$ cat src/rtl/hamming_encoder_serial.sv
// rtl/hamming_encoder_serial.sv - bit-serial Hamming(21,16) encoder
//
// Purpose: this block takes a 16-bit word and walks codeword positions 1..21,
// one position per clock. It collects 5 even-parity bits and then presents
// the 21-bit codeword. Position k of the codeword is on out_code[k-1].
// Parity bit p[j] sits at position 2^j. Data bits d[0]..d[15] fill the
// remaining positions in ascending order.
//
// Ports:
//   clk        rising-edge clock
//   rst_n      asynchronous active-low reset
//   in_data    data word to encode
//   in_valid   in_data valid
//   in_ready   encoder idle and able to accept a word
//   out_code   encoded codeword
//   out_par    parity bits p[4:0]
//   out_valid  out_code/out_par valid, held until out_ready
//   out_ready  consumer accepts the codeword
//   busy       high while positions are being walked
//   inj_pos    (HAMMING_ENC_ERR_INJ_EN only) codeword position to invert, 1..21
//
// Optional feature macro: HAMMING_ENC_ERR_INJ_EN
module hamming_encoder_serial #(
  parameter int DATA_W = 16,
  parameter int CODE_W = 21,
  parameter int PAR_W  = 5
) (
  input  logic              clk,
  input  logic              rst_n,
`ifdef HAMMING_ENC_ERR_INJ_EN
  input  logic [PAR_W-1:0]  inj_pos,
`endif
  input  logic [DATA_W-1:0] in_data,
  input  logic              in_valid,
  output logic              in_ready,
  output logic [CODE_W-1:0] out_code,
  output logic [PAR_W-1:0]  out_par,
  output logic              out_valid,
  input  logic              out_ready,
  output logic              busy
);

  typedef enum logic [1:0] {
    IDLE = 2'd0,
    CALC = 2'd1,
    DONE = 2'd2
  } state_t;

  localparam logic [PAR_W-1:0] LAST_POS = PAR_W'(CODE_W);

  state_t            state_q, state_d;
  logic [PAR_W-1:0]  pos_q;
  logic [PAR_W-1:0]  acc_q;
  logic [DATA_W-1:0] sr_q;
  logic [CODE_W-1:0] code_q;
  logic [CODE_W-1:0] code_full;
  logic [CODE_W-1:0] inj_mask;
  logic [CODE_W-1:0] out_code_q;
  logic [PAR_W-1:0]  out_par_q;
  logic              out_valid_q;
  logic              pos_is_pow2;

  // Parity positions are the powers of two. pos is never 0 while in CALC.
  assign pos_is_pow2 = ((pos_q & (pos_q - PAR_W'(1))) == '0);

  // Place the accumulated parity bits into the data-only working codeword.
  always_comb begin
    code_full     = code_q;
    code_full[0]  = acc_q[0];
    code_full[1]  = acc_q[1];
    code_full[3]  = acc_q[2];
    code_full[7]  = acc_q[3];
    code_full[15] = acc_q[4];
  end

`ifdef HAMMING_ENC_ERR_INJ_EN
  logic [PAR_W-1:0] inj_q;

  always_comb begin
    inj_mask = '0;
    if ((inj_q != '0) && (inj_q <= LAST_POS))
      inj_mask = CODE_W'(1) << (inj_q - PAR_W'(1));
  end

  always_ff @(posedge clk or negedge rst_n) begin
    if (!rst_n)
      inj_q <= '0;
    else if ((state_q == IDLE) && in_valid)
      inj_q <= inj_pos;
  end
`else
  assign inj_mask = '0;
`endif

  always_ff @(posedge clk or negedge rst_n) begin
    if (!rst_n)
      state_q <= IDLE;
    else
      state_q <= state_d;
  end

  always_comb begin
    state_d = state_q;
    case (state_q)
      IDLE: if (in_valid) state_d = CALC;
      CALC: if (pos_q == LAST_POS) state_d = DONE;
      DONE: if (out_valid_q && out_ready) state_d = IDLE;
      default: state_d = IDLE;
    endcase
  end

  always_ff @(posedge clk or negedge rst_n) begin
    if (!rst_n) begin
      pos_q       <= '0;
      acc_q       <= '0;
      sr_q        <= '0;
      code_q      <= '0;
      out_code_q  <= '0;
      out_par_q   <= '0;
      out_valid_q <= 1'b0;
    end else begin
      case (state_q)
        IDLE: begin
          if (in_valid) begin
            sr_q   <= in_data;
            acc_q  <= '0;
            code_q <= '0;
            pos_q  <= PAR_W'(1);
          end
        end
        CALC: begin
          if (pos_q != LAST_POS)
            pos_q <= pos_q + PAR_W'(1);
          if (!pos_is_pow2) begin
            code_q <= code_q | (CODE_W'(sr_q[0]) << (pos_q - PAR_W'(1)));
            sr_q   <= sr_q >> 1;
            if (sr_q[0])
              acc_q <= acc_q ^ pos_q;
          end
        end
        DONE: begin
          // The first DONE cycle registers the finished codeword. The output
          // registers then hold it stable until the consumer takes it.
          if (!out_valid_q) begin
            out_code_q  <= code_full ^ inj_mask;
            out_par_q   <= acc_q;
            out_valid_q <= 1'b1;
          end else if (out_ready) begin
            out_valid_q <= 1'b0;
          end
        end
        default: ;
      endcase
    end
  end

  assign in_ready  = (state_q == IDLE);
  assign busy      = (state_q == CALC);
  assign out_code  = out_code_q;
  assign out_par   = out_par_q;
  assign out_valid = out_valid_q;

endmodule

$ cat config.mk
export PLATFORM = sky130hd
export DESIGN_NAME = hamming_encoder_serial
export DESIGN_NICKNAME = d
export VERILOG_FILES = /design/src/rtl/hamming_encoder_serial.sv
export SDC_FILE = /design/constraint.sdc
export NUM_CORES = 1
export LEC_CHECK = 0
export CAP_MARGIN = 25
export CORE_UTILIZATION = 63
export DETAILED_ROUTE_END_ITERATION = 10
export DONT_BUFFER_PORTS = 1
export PLACE_DENSITY = 0.81
export SLEW_MARGIN = 20
export SYNTH_ARGS = -nofsm -noshare
export SYNTH_HDL_FRONTEND = slang
export SYNTH_SLANG_ARGS = --single-unit
$ cat constraint.sdc
create_clock -name clk -period 2.65 [get_ports clk]
set_input_delay 0.3975 -clock clk [delete_from_list [all_inputs] [get_ports clk]]
set_output_delay 0.3975 -clock clk [all_outputs]
set_load 0.005 [all_outputs]
==> run_results.csv <==
group,metric,value,unit
run_status,status,"completed",
global_route,antenna_found_initial,0,
worst_setup_path,r2r_setup_slack,0.38,ns
finish,layout_common_cells,"dfrtp_1, mux2_2, nand2_1",
timing,tightestPinTransition,0.575,ns
min_path,holdPathStages,2,
detailed_routing,routed_via_density,6.05,
detailed_routing,drtPass1Iterations,4,
power,total_power,4.79,mW
finish,num_antenna_cells,0,
worst_setup_path,critPathMaxStageDelay,0.53,ns
synth,yosysTopAreaCell,"dfrtp_1",
timing,setup_ws,0.383,ns
global_route,grt_pass1_vias,2012,
min_path,min_from,"in_data[15]",
timing,setup_viol,0,
detailed_routing,wl_met1,2510,um
worst_setup_path,worstSetupPathType,"reg -> reg",
synth,ys_ff_latch,66,
placed_design,hpwl,3910,um
global_route,overflow,0,
synth,syn-instance-count,252,
worst_setup_path,path_delay_family,"flip-flops",
floorplanning,core.rowCount,25,
floorplanning,core-area,4850,um2
synth,synth_area,3260,um2
timing,max_freq,0.441,GHz
min_path,hp-class,"in -> reg",
detailed_routing,wl_met3,290,um
cts,clock-sinks,66,
cts,htree_levels,3,
timing,finalHoldViolations,0,
power,ir_drop,797,uV
worst_setup_path,cp.required,2.87,ns
worst_setup_path,critPathMaxFanout,16,
detailed_routing,drtIter0Drc,141,
timing,maxSlewHeadroom,61.6,%
synth,synthArstFlopShare,100,%
min_path,whs_endpoint,"sr_q[15]",
timing,rsz0062_at_grt,"false",
floorplanning,die_area,5460,um2
cts,cts_max_path_buffers,2,
worst_setup_path,r2r-end,"sr_q[4]",
timing,fin_hold_ws,0.183,ns
worst_setup_path,r2r_start,"pos_q[0]",
cts,cts_buffers,9,
placed_design,dpl_worst_slack,0.402,ns
cts,cts_resized,0,
finish,syn_to_final_growth,8.29,%
global_route,grt_pass1_wl,9730,um
power,leakage,1.65,nW
floorplanning,start_util,67.2,%
worst_setup_path,crit_cells,7,
timing,fin_crit,2.27,ns
synth,synth_warnings,0,
worst_setup_path,worstPathCellList,"inv_1 > ha_1 > nand3_1 > ha_1 > nor4_4 > a21oi_4 > mux2_2",
worst_setup_path,worst-path-buf-inv,1,
detailed_routing,wl_per_cell,17.4,um
detailed_routing,vias,1967,
timing,post-route-period-util,85.6,%
floorplanning,die_h,73.9,um
timing,finClkSkew,0.0106,ns
worst_setup_path,cp-end-kind,"flip-flop",
detailed_routing,wl,5650,um
worst_setup_path,setup.worst_path.start_class,"flip-flop",
worst_setup_path,cp_slowest_cell,"dfrtp_1",
synth,synth_area_leaders,"dfrtp_1, mux2_2, mux2_4",
finish,drive_gt1_share,30.6,%
worst_setup_path,arrival,2.49,ns
cts,clk_pin_slew,0.07,ns
floorplanning,die_x,73.9,um
detailed_routing,drtAntennaViolNets,0,
synth,synth.distinct_cells,46,
global_route,grt_usage,24.4,%
cts,cts_tree,"done",
synth,synth_edf_count,0,
flow_run,drv_cap,0,
finish,final_util,72.8,%
power,powerDensity,1360,nW/um2
finish,fillers,335,
worst_setup_path,worstRegToRegCells,7,
synth,synth.avg_cell_area,12.9,um2
detailed_routing,drcViolationCount,0,
floorplanning,pin_count,49,
finish,final_common_cell,"dfrtp_1",
detailed_routing,routed.top_layer,"met4",
finish,multi_input_area,1420,um2
detailed_routing,wl_met2,2790,um
cts,clk_root_buffer_cell,"clkbuf_8",
finish,regArea,1650,um2
timing,drv_slew,0,
finish,final_nets,280,
synth,netlist.area_leader.share,50.7,%
worst_setup_path,crit_top_cell,"ha_1",
placed_design,port_buffers,0,
synth,ys_seq_area_share,50.7,%
synth,synth_nets,279,
global_route,grt_max_degree,67,
cts,insertion_delay,0.33,ns
timing,tns,0,ns
placed_design,routabilityCongestion,0.848,
synth,synth_flop_cell,"dfrtp_1",
Yosys cell counts (4+ instances only):
cell       count
nand2_1       21
mux2_4        10
ha_1           7
inv_1         10
nand3_1        6
a2111oi_2      5
o41ai_1        4
a32o_1         6
mux2i_1        7
mux2_2        34
nand2b_1       9
buf_4         11
dfrtp_1       66
buf_6          5
mux2_1         5
nor2_1         5
what timing repair did:
action	4_1_cts	5_1_grt
endpoints found under the hold margin	66	0
hold buffers	2	0
setup buffers	0	0
worst max-delay path by stage:
| stage | start | endpoint |
|---|---|---|
| after floorplan | pos_q[0] | code_q[13] |
| after global placement | pos_q[0] | sr_q[9] |
| after detailed placement | pos_q[0] | sr_q[4] |
| after CTS | pos_q[0] | sr_q[4] |
| after global routing | pos_q[0] | sr_q[4] |
| final | pos_q[0] | sr_q[4] |
per-stage QoR:
stage,std cells,instance area (um2)
floorplan,252,3260
global placement,307,3240
detailed placement,307,3240
CTS,325,3530
global route,325,3530
finish,325,3530
area by class of cell:
class | instances | share of cell area [%]
Sequential cell | 66 | 46.8
Multi-Input combinational cell | 158 | 40.3
Clock buffer | 12 | 4.40
Clock inverter | 4 | 2.77
Tap cell | 67 | 2.38
Timing Repair Buffer | 7 | 2.13
Inverter | 11 | 1.24
metal layers:
| metal | vias to the layer above | GRT usage [%] |
|---|---|---|
| met5 | - | 0 |
| met3 | 8 | 6.86 |
| met4 | 0 | 11.1 |
| li1 | 924 | - |
| met1 | 985 | 31.1 |
| met2 | 50 | 39.0 |
cells by family (layout without fill, tap and decap cells):
logic type / Yosys count / after routing / synth area share [%]
AO/OA/AOI/OAI: 35 / 35 / 10.4
buffers and inverters: 28 / 34 / 5.76
adder cells (fa/ha/maj): 7 / 7 / 2.69
flip-flops: 66 / 66 / 50.7
AND/OR/NAND/NOR: 59 / 59 / 9.83
multiplexers: 57 / 57 / 20.7
state kept, by name, indices dropped and copies added (netlist names):
name	cells
acc_q	5
state_q	2
out_code	21
pos_q	5
sr_q	16
code_q	16
out_valid	1
worst register-to-register path: cells and delay by family (launching register included):
family / cells / cell delay, ns
AOI/OAI and AO/OA: 1 / 0.45
and+or+nand+nor: 2 / 0.14
adders and majority gates: 2 / 0.45
buffers and inverters: 1 / 0.18
muxes: 1 / 0.40
DFF: 1 / 0.53
report_power, final:
| group | internal (mW) | switching [mW] | total [mW] | leakage [nW] |
|---|---|---|---|---|
| registers | 1.39 | 0.326 | 1.71 | 0.849 |
| clock network | 0.677 | 0.362 | 1.04 | 0.123 |
| logic | 0.998 | 1.04 | 2.04 | 0.675 |
No activity file was read; power rests on OpenSTA's default activity.
